==> src/rtl/frame_pkg.sv <==
// frame_pkg
// Shared constants and types for the frame read/write stream blocks:
// frame geometry, FSM state encoding, column-set mode codes and burst lengths.
// A helper maps a mode to its burst length.
package frame_pkg;

  localparam int DATA_W      = 32;
  localparam int N_ROWS      = 4;
  localparam int N_COLS      = 4;
  localparam int FRAME_WORDS = N_ROWS * N_COLS;

  typedef enum logic [1:0] {
    IDLE = 2'd0,
    SEND = 2'd1,
    DONE = 2'd2
  } state_t;

  localparam logic MODE_SMALL = 1'b0;
  localparam logic MODE_BIG   = 1'b1;

  localparam logic [3:0] LEN_SMALL = 4'd4;
  localparam logic [3:0] LEN_BIG   = 4'd12;

  function automatic logic [3:0] burst_len(input logic mode);
    return (mode == MODE_BIG) ? LEN_BIG : LEN_SMALL;
  endfunction

endpackage

==> src/rtl/frame_index_gen.sv <==
// frame_index_gen
// Combinational map from (mode, word counter) to frame index and last flag.
// Words are walked column-major inside the selected column set:
//   mode SMALL: column 0 only       -> k = 0,4,8,12
//   mode BIG  : columns 1..3        -> k = 1,5,9,13, 2,6,10,14, 3,7,11,15
// Ports:
//   mode - column-set select (MODE_SMALL / MODE_BIG)
//   cnt  - word position within the burst
//   k    - frame index, k = row*4 + col
//   last - cnt is the final position of the burst
module frame_index_gen
  import frame_pkg::*;
(
  input  logic       mode,
  input  logic [3:0] cnt,
  output logic [3:0] k,
  output logic       last
);

  logic [1:0] col;

  always_comb begin
    // row = cnt mod 4; column advances every 4 words in BIG mode
    col  = (mode == MODE_BIG) ? (2'd1 + cnt[3:2]) : 2'd0;
    k    = {cnt[1:0], col};
    last = (cnt == (burst_len(mode) - 4'd1));
  end

endmodule

==> src/rtl/frame_stream_reader.sv <==
// frame_stream_reader
// Snapshots a 4x4 frame of words on start and streams the selected column set
// one word per cycle on a valid/ready interface.
//
//   state | meaning
//   IDLE  | waiting for start; start captures frame, mode, clears counter
//   SEND  | presenting word cnt; advances on each out_valid && out_ready
//   DONE  | one-cycle done pulse after the final handshake
//
// Ports:
//   clk, rst      - clock, synchronous active-high reset
//   start         - snapshot request, honoured only in IDLE
//   Small_or_Big  - column-set select, captured with start
//   frame_in      - 16 words, word k at [32k+31:32k]
//   out_data      - current word (0 when not streaming)
//   out_valid     - out_data valid
//   out_ready     - consumer ready
//   out_index     - frame index of current word
//   out_last      - current word is the final one of the burst
//   busy          - streaming in progress
//   done          - one-cycle pulse after the last handshake
module frame_stream_reader #(
  parameter int DATA_W = 32,
  parameter int N_ROWS = 4,
  parameter int N_COLS = 4
) (
  input  logic                               clk,
  input  logic                               rst,
  input  logic                               start,
  input  logic                               Small_or_Big,
  input  logic [DATA_W*N_ROWS*N_COLS-1:0]    frame_in,
  output logic [DATA_W-1:0]                  out_data,
  output logic                               out_valid,
  input  logic                               out_ready,
  output logic [3:0]                         out_index,
  output logic                               out_last,
  output logic                               busy,
  output logic                               done
);

  import frame_pkg::*;

  localparam int WORDS = N_ROWS * N_COLS;

  state_t            state, state_nxt;
  logic              mode;
  logic [3:0]        cnt;
  logic [DATA_W-1:0] frame_buf [WORDS];
  logic [3:0]        k;
  logic              last;
  logic              take_start;
  logic              hs;

  assign take_start = (state == IDLE) && start;
  assign hs         = (state == SEND) && out_ready;

  frame_index_gen u_index_gen (
    .mode (mode),
    .cnt  (cnt),
    .k    (k),
    .last (last)
  );

  always_ff @(posedge clk) begin
    if (rst) state <= IDLE;
    else     state <= state_nxt;
  end

  always_comb begin
    state_nxt = state;
    unique case (state)
      IDLE:    if (start) state_nxt = SEND;
      SEND:    if (out_ready && last) state_nxt = DONE;
      DONE:    state_nxt = IDLE;
      default: state_nxt = IDLE;
    endcase
  end

  always_ff @(posedge clk) begin
    if (rst) begin
      mode <= MODE_SMALL;
      cnt  <= 4'd0;
      for (int i = 0; i < WORDS; i++) frame_buf[i] <= '0;
    end else if (take_start) begin
      mode <= Small_or_Big;
      cnt  <= 4'd0;
      for (int i = 0; i < WORDS; i++) frame_buf[i] <= frame_in[i*DATA_W +: DATA_W];
    end else if (hs) begin
      // clear on the final word so cnt never passes count-1
      cnt <= last ? 4'd0 : (cnt + 4'd1);
    end
  end

  // Stream outputs are forced to zero outside SEND so idle/done look like reset.
  always_comb begin
    out_valid = (state == SEND);
    out_data  = '0;
    out_index = 4'd0;
    out_last  = 1'b0;
    busy      = (state == SEND);
    done      = (state == DONE);
    if (state == SEND) begin
      out_data  = frame_buf[k];
      out_index = k;
      out_last  = last;
    end
  end

endmodule
==> config.mk <==
export PLATFORM = sky130hd
export DESIGN_NAME = frame_stream_reader
export DESIGN_NICKNAME = d
export VERILOG_FILES = /design/src/rtl/frame_pkg.sv /design/src/rtl/frame_index_gen.sv /design/src/rtl/frame_stream_reader.sv
export SDC_FILE = /design/constraint.sdc
export NUM_CORES = 1
export LEC_CHECK = 0
export BUFFER_PORTS_ARGS = -buffer_cell sky130_fd_sc_hd__buf_4
export CAP_MARGIN = 10
export CORE_AREA = 2 2 218 220
export CTS_BUF_LIST = sky130_fd_sc_hd__clkbuf_8
export DETAILED_ROUTE_END_ITERATION = 6
export DIE_AREA = 0 0 220 222
export GPL_ROUTABILITY_DRIVEN = 0
export PLACE_DENSITY = 0.75
export SYNTH_ARGS = -nofsm -noshare
export SYNTH_HDL_FRONTEND = slang
export SYNTH_SLANG_ARGS = --single-unit
==> constraint.sdc <==
create_clock -name clk -period 30.8 [get_ports clk]
set_clock_uncertainty 0.15 [all_clocks]
set_input_delay 9.24 -clock clk [delete_from_list [all_inputs] [get_ports clk]]
set_output_delay 9.24 -clock clk [all_outputs]
set_load 0.01 [all_outputs]
==> out/results.tsv, run 1 <==
metric	value	unit
status	finished clean	
tightest_slew	1.20	ns
final-hold-violation-count	0	
dr.first_iter.drc_count	1419	
start_util	49.7	%
crit_path_end_kind	output pin	
cpPeakStageDelay	0.81	ns
place_ws	16.61	ns
crit_required	21.41	ns
io-pin-count	557	
path_delay_family	buffers and inverters	
slew_viol_final	0	
vias	14000	
first_global_vias	14600	
fin_crit	13.55	ns
grt_max_degree	194	
ys_ff_latch	519	
tns	0	ns
synth_common_cells	512 x edfxtp_1, 322 x and2_1, 194 x nor2b_1	
cts_buffers	83	
hold_class	reg -> reg	
path_buf_inv	2	
netlist_instances	1373	
crit_type	reg -> out	
power.density	54.2	mW/mm2
insertion_delay	0.63	ns
synth_most_common_cell	edfxtp_1	
synth.avg_cell_area	16.7	um2
die_w	220	um
core	0.0463	mm2
post-route-period-util	44.0	%
rsz0062_at_grt	no	
ctsResizeCount	0	
tritoncts	yes	
synth.area.top_cells	edfxtp_1 67%, mux4_2 12%, and2_1 8.8%	
final_core_util	62.9	%
clk_pin_slew	0.05	ns
antenna_found_initial	7	
syn_nets	1891	
die_area	0.0488	mm2
wl	60300	um
drv_cap	0	
rows	79	
die_h	222	um
viasPerCell	5.40	
drive_above_1_share	40.1	%
syn_area	0.0230	mm2
path_max_fanout	75	
synth-seq-area-share	67.5	%
synth_top_area_share	66.9	%
synth_cell_type_count	30	
htreeDepth	3	
numPortBuffers	556	
area_growth	26.7	%
cts-root-buf	clkbuf_8	
synth_edf_count	512	
slew_headroom	20.0	%
fmax	0.0738	GHz
p_total	1.58	mW
crit_chain	xor2_1 > nand2_4 > buf_4 > mux4_2 > a22o_1 > a221o_1 > buf_4	
route.detailed.wl_per_inst	23.2	um
fin_nets	2444	
total_leakage_power	11.8	nW
grt_pass1_wl	87500	um
synth_area_leader_cell	edfxtp_1	
drtPass1Iterations	7	
yosysWarnings	0	
final.setup.worst_slack	17.25	ns
ant_nets	0	
cp_slowest_cell	buf_4	
cp.arrival	4.16	ns
crit_top_cell	buf_4	
hold_buffers	0	
cts_buffer_depth	3	
clock-sinks	519	
grt_overflow	0	
hpwl	41600	um
peakVddDrop	0.0293	mV
post_cts_buffers	0	
drcViolationCount	0	
critPathLaunchType	register	
grt_usage	24.7	%
setup_viol	0	
ys.flop_type	edfxtp_1	
hold_slack	0.407	ns
async_reset_ff_share	0	%
-- where the power goes --
| part | internal [mW] | switching (mW) |
|---|---|---|
| Sequential | 0.848 | 0.0171 |
| Combinational | 0.0908 | 0.0711 |
| Clock | 0.289 | 0.263 |
-- worst paths after layout --
kind | start | cells past startpoint | endpoint | slack (ns)
setup / recovery | cnt[2] | 7 | out_data[24] | 17.25
hold / removal | cnt[1] | 2 | cnt[1] | 0.41
setup reg to reg | state[1] | 5 | frame_buf[2][1] | 25.82
hold reg to reg | cnt[1] | 2 | cnt[1] | 0.41
-- through the flow --
stage / instance area [um2] / std cells
2_1_floorplan: 23000 / 1373
3_3_place_gp: 27600 / 2448
3_5_place_dp: 27600 / 2448
4_1_cts: 29100 / 2589
5_1_grt: 29100 / 2594
6_report: 29100 / 2595
-- cell type report --
type | count | area, um2
antenna | 6 | 15.0
clock buffer | 89 | 1220
clock inverter | 52 | 283
fill | 3445 | 17100
inverter | 4 | 15.0
multi-input combinational | 749 | 7010
sequential | 519 | 15500
tap | 607 | 759
timing repair buffer | 569 | 4290
-- logic make-up after synthesis --
kind of cell	share of synthesized area, %
fa+ha+maj	0.0544
buf+inv	2.17
flops	67.5
simple gates	14.7
xor+xnor	0.0762
mux	12.7
compound gates	2.75
-- tightest hold or removal path, cell delays in order, from the launching register on --
cell     delay (ns)
dfxtp_1        0.36
nand2_1        0.09
a21oi_1        0.06
-- per-layer routing --
metal | track usage [%] | part of all wire, % | routed length (um) | vias to the layer above
met4 | 10.2 | 3.4 | 2040 | 0
met3 | 5.65 | 9.2 | 5550 | 116
met2 | 38.8 | 48 | 28800 | 715
li1 | - | - | - | 6275
met5 | 0 | 0 | 0 | -
met1 | 33.2 | 40 | 23900 | 6895
-- cell usage in the layout, fill, tap and decap left out, types with 2 or more instances in the layout --
| master | netlist | layout |
|---|---|---|
| inv_1 | 4 | 28 |
| diode_2 | 0 | 6 |
| a22o_1 | 31 | 31 |
| xor2_1 | 2 | 2 |
| o21ai_0 | 2 | 2 |
| mux4_1 | 10 | 10 |
| dfxtp_1 | 7 | 6 |
| clkbuf_8 | 0 | 89 |
| nor3_2 | 0 | 2 |
| bufinv_16 | 0 | 3 |
| nand2b_1 | 2 | 2 |
| nor2_4 | 0 | 2 |
| mux4_2 | 118 | 118 |
| nand2_1 | 8 | 7 |
| nor2_1 | 7 | 5 |
| edfxtp_1 | 512 | 512 |
| clkinv_1 | 0 | 18 |
| a221o_1 | 31 | 31 |
| buf_4 | 4 | 567 |
| and2_1 | 322 | 322 |
| nor2b_1 | 194 | 193 |
| clkinv_2 | 0 | 7 |
| nand3_1 | 2 | 2 |
| nor3_1 | 5 | 3 |
| a21oi_1 | 5 | 5 |
-- state kept, by name, indices dropped and copies added (netlist names) --
register,cells
mode,1
frame_buf,512
state,2
cnt,4
No activity file was read; power rests on OpenSTA's default activity.
==> inputs of run 2 (changes only) <==
Settings changed: ABC_AREA set to 1, CORE_AREA 2 2 218 220 to not set, CORE_ASPECT_RATIO set to 2, CORE_MARGIN set to 2, CORE_UTILIZATION set to 52, DIE_AREA 0 0 220 222 to not set, PLACE_DENSITY 0.75 to 0.79.
Clock period 30.8 ns to 11.52 ns, I/O delays scaled along.
==> run 2 against run 1 <==
Core utilization rose by 1.2 points. Critical path depth is 3 higher. First-iteration DRC count grew 60%. Register-to-register slack lost 18 ns. Critical path type unchanged. Largest power group unchanged. Highest routed layer is now met5.
==> out/results.tsv, run 2 <==
metric	value	unit
rows	117	
slew_viol_final	0	
fin_crit	7.88	ns
synth_area_leader_cell	edfxtp_1	
final-hold-violation-count	0	
worstHoldPathCells	2	
netlist_instances	3279	
regMostFlops	frame_buf	
grt_pass1_wl	125000	um
synth.avg_cell_area	8.20	um2
clock-sinks	519	
ys_ff_latch	519	
place_ws	4.24	ns
drive_above_1_share	18.1	%
async_reset_ff_share	0	%
synth-seq-area-share	57.7	%
drcViolationCount	0	
viasPerCell	4.98	
multiInputGateArea	0.00770	mm2
grt_max_degree	193	
first_global_vias	21800	
cts_buffer_depth	3	
drtPass1Iterations	6	
critPathLaunchType	register	
crit_chain	inv_1 > nand2_8 > nand3_4 > buf_4 > nand2_1 > nand3_1 > nand2_1 > nand2_1 > nand2_1 > buf_4	
regArea	0.0155	mm2
io-pin-count	557	
crit_type	reg -> out	
hpwl	61000	um
die_h	326	um
fmax	0.127	GHz
grt_overflow	0	
tritoncts	yes	
cp.arrival	4.27	ns
area_growth	21.5	%
antenna_found_initial	12	
final.setup.worst_slack	3.64	ns
start_util	52.8	%
route.detailed.wl_per_inst	19.2	um
insertion_delay	0.67	ns
crit_required	7.91	ns
peakVddDrop	0.0957	mV
cp_slowest_cell	nand3_4	
ant_nets	0	
htreeDepth	3	
setup_viol	0	
tns	0	ns
tightest_slew	1.20	ns
yosysWarnings	0	
crit_top_cell	nand2_1	
cpPeakStageDelay	0.80	ns
hold_class	reg -> reg	
core	0.0509	mm2
crit_path_end_kind	output pin	
largest_reg_flops	512	
final_cell_mix	760 x inv_1, 715 x nor2_1, 680 x nand2_1	
grt_usage	31.8	%
cts-root-buf	clkbuf_8	
rsz0062_at_grt	no	
synth_most_common_cell	inv_1	
syn_nets	3797	
total_leakage_power	17.3	nW
die_w	165	um
path_buf_inv	3	
die_area	0.0537	mm2
synth.area.top_cells	edfxtp_1 57%, inv_1 10%, nor2_1 10%	
post_cts_buffers	0	
hold_buffers	0	
fin_nets	4268	
power.density	136	mW/mm2
synth_common_cells	746 x inv_1, 718 x nor2_1, 683 x nand2_1	
path_delay_family	simple AND/OR/NAND/NOR gates	
numPortBuffers	556	
ctsResizeCount	0	
vias	22300	
syn_area	0.0269	mm2
slew_headroom	20.2	%
synth_edf_count	512	
reg_top3	frame_buf x512, cnt x4, state x2	
ff2ff_path_depth	7	
post-route-period-util	68.4	%
synth_cell_type_count	24	
final_common_cell	inv_1	
dr.first_iter.drc_count	2273	
synth_top_area_share	57.2	%
cts_buffers	75	
clk_pin_slew	0.07	ns
wl	85800	um
fillers	4373	
ys.flop_type	edfxtp_1	
cp.depth	10	
status	finished clean	
drv_cap	0	
path_max_fanout	129	
==> run 2: cell count changes in the layout (fill, tap and decap cells not counted), sizes merged, moves of 128 or more <==
cell and delta:
and2 -194, inv +737, mux4 -128, nand2 +677, nand3 +259, nor2 +713, nor2b -194
==> run 2: layer usage <==
metal / wire length (um) / track usage [%]
met5: 64 / 0
met4: 5590 / 19.2
met3: 6930 / 6.15
met2: 44600 / 56.4
met1: 28700 / 34.5
==> run 2: tightest hold or removal path: stages, from the launching register on <==
cell and delay, ns:
dfxtp_1 0.34, o21ai_0 0.08, a21oi_1 0.07
==> run 2: cells by family (layout without fill, tap and decap cells) <==
group,after synthesis,after routing,synth area share [%]
xor+xnor,1,1,0.0326
fa+ha+maj,1,1,0.0465
other cells,0,8,0
compound gates,39,39,0.735
flops,519,519,57.7
buf+inv,925,1455,14.0
simple gates,1794,1794,27.5
==> run 2: cell type report <==
cell class,count,share of cell area (%)
inverter,749,8.63
antenna,8,0.0613
clock buffer,83,3.50
tap,654,2.50
multi-input combinational,1835,23.6
sequential,519,47.5
timing repair buffer,570,13.3
clock inverter,53,0.984
==> run 2: worst paths after layout <==
kind | end | slack (ns) | startpoint
setup reg to reg | frame_buf[8][1] | 8.23 | state[0]
setup / recovery | out_data[14] | 3.64 | cnt[3]
hold reg to reg | cnt[3] | 0.37 | cnt[3]
hold / removal | cnt[3] | 0.37 | cnt[3]
==> run 2: metrics by stage <==
stage / area, um2 / hold slack (ns) / util [%] / instances / power [mW]
after global placement: 31200 / 0.352 / 61.2 / 4327 / 3.00
after global routing: 32700 / 0.401 / 64.1 / 4470 / 4.61
final: 32700 / 0.374 / 64.1 / 4471 / 4.44
after detailed placement: 31200 / 0.353 / 61.2 / 4327 / 3.01
after CTS: 32700 / 0.365 / 64.1 / 4463 / 4.46
after floorplan: 26900 / 0.329 / - / 3279 / 2.72
==> run 2: power by group <==
part | internal (mW) | switching [mW] | leakage [nW]
clock network | 0.735 | 0.741 | 0.798
logic | 0.244 | 0.408 | 11.0
registers | 2.27 | 0.0511 | 5.55
total | 3.24 | 1.20 | 17.3
==> inputs of run 3 (changes only) <==
Clock period 11.52 ns to 6.9 ns, I/O delays scaled along.
==> run 3 against run 2 <==
Design area did not move. Clock-buffer cell count fell by 9. Wire length rose by 4.1%. First-iteration DRC count rose by 5.1%. Critical path depth did not move. Non-clock buffer count rose by 12. Clock power rose by 55%. Flip-flop and latch count did not move. Via count rose by 1.8%. Largest cell class unchanged. Sequential power rose by 66%. Power rose by 64%.
==> out/results.tsv, run 3 (same netlist as run 2, synthesis figures left out) <==
metric	value	unit
dr.first_iter.drc_count	2388	
cp.arrival	3.90	ns
status	finished clean	
vias	22700	
area_growth	21.5	%
reg_top3	frame_buf x512, cnt x4, state x2	
grt_pass1_wl	129000	um
grt_usage	33.2	%
final-hold-violation-count	0	
cts_buffer_depth	3	
slew_viol_final	0	
post_cts_buffers	0	
cts_buffers	73	
rsz0062_at_grt	no	
hold_start	cnt[3]	
fmax	0.164	GHz
total_leakage_power	17.4	nW
crit_chain	inv_2 > nand2_8 > nand3_4 > buf_4 > nand2_1 > nand3_1 > nand2_1 > nand2_1 > nand2_1 > buf_4	
io-pin-count	557	
htreeDepth	3	
rows	117	
crit_path_end_kind	output pin	
critPathLaunchType	register	
hold_buffers	0	
crit_type	reg -> out	
hold_class	reg -> reg	
die_area	0.0537	mm2
peakVddDrop	0.255	mV
timing.rr.start	state[0]	
p_total	7.28	mW
viasPerCell	5.07	
numPortBuffers	556	
ctsResizeCount	0	
clock-sinks	519	
post-route-period-util	88.6	%
cts-root-buf	clkbuf_8	
fin_nets	4278	
hold_path_end	cnt[3]	
largest_reg_flops	512	
final_common_cell	inv_1	
clk_pin_slew	0.07	ns
multiInputGateArea	0.00769	mm2
worstHoldPathCells	2	
hpwl	65000	um
fillers	4299	
first_global_vias	22000	
antenna_found_initial	11	
die_w	165	um
path_max_fanout	80	
dpl_cell_area	0.0313	mm2
grt_max_degree	208	
route.detailed.wl_per_inst	20.0	um
drv_cap	0	
cpPeakStageDelay	0.92	ns
slew_headroom	21.7	%
final_area	0.0327	mm2
wl	89400	um
ant_nets	0	
reg2reg_slack	4.17	ns
final_cell_mix	777 x inv_1, 715 x nor2_1, 680 x nand2_1	
die_h	326	um
tritoncts	yes	
regMostFlops	frame_buf	
insertion_delay	0.64	ns
path_delay_family	simple AND/OR/NAND/NOR gates	
drtPass1Iterations	6	
fin_crit	6.12	ns
ff2ff_path_depth	6	
start_util	52.8	%
reg2reg_to	frame_buf[14][20]	
core	0.0509	mm2
power.density	223	mW/mm2
setup_viol	0	
tightest_slew	1.18	ns
path_buf_inv	3	
drive_above_1_share	18.0	%
crit_required	4.68	ns
drcViolationCount	0	
cp_slowest_cell	nand3_4	
crit_top_cell	nand2_1	
grt_overflow	0	
regArea	0.0155	mm2
-- run 3: worst max path at each step --
stage | from | endpoint | slack [ns] | cells after the start
finish | cnt[2] | out_data[9] | 0.78 | 10
global route | cnt[3] | out_data[10] | 0.60 | 10
CTS | cnt[2] | out_data[10] | 0.77 | 10
detailed placement | cnt[2] | out_data[10] | 1.49 | 10
global placement | cnt[3] | out_data[10] | 1.54 | 10
floorplan | rst | frame_buf[0][0] | -3.64 | 3
-- run 3: tightest hold or removal path, cell delays in order, from the launching register on --
cell and delay [ns]:
dfxtp_1 0.34, o21ai_0 0.08, a21oi_1 0.07
-- run 3: per-stage QoR --
step | utilization [%] | hold slack [ns] | TNS [ns] | std cells | worst slack (ns)
final | 64.1 | 0.373 | 0 | 4476 | 0.784
after global routing | 64.1 | 0.391 | 0 | 4475 | 0.603
after CTS | 64.1 | 0.370 | 0 | 4468 | 0.771
after detailed placement | 61.5 | 0.358 | 0 | 4339 | 1.49
after global placement | 61.5 | 0.347 | 0 | 4339 | 1.54
after floorplan | - | 0.329 | -1867.00 | 3279 | -3.64
-- run 3: area by class of cell --
| cell class | count | share of cell area, % |
|---|---|---|
| flip-flops and latches | 519 | 47.5 |
| inverters | 749 | 8.63 |
| well taps | 654 | 2.50 |
| multi-input cells | 1835 | 23.5 |
| repair buffers | 582 | 13.7 |
| clock inverters | 55 | 0.950 |
| diodes | 8 | 0.0613 |
| clock buffers | 74 | 3.12 |
-- run 3: power breakdown --
group	internal, mW	switching [mW]	total [mW]
combinational	0.416	0.718	1.13
clock	1.11	1.18	2.29
sequential	3.78	0.0729	3.85
-- run 3: layer usage --
layer | track usage [%] | routed length (um) | vias to the layer above
li1 | - | - | 10800
met2 | 58.5 | 45700 | 1254
met5 | 0 | 46 | -
met4 | 22.1 | 6800 | 6
met3 | 5.60 | 7160 | 274
met1 | 35.9 | 29700 | 10400
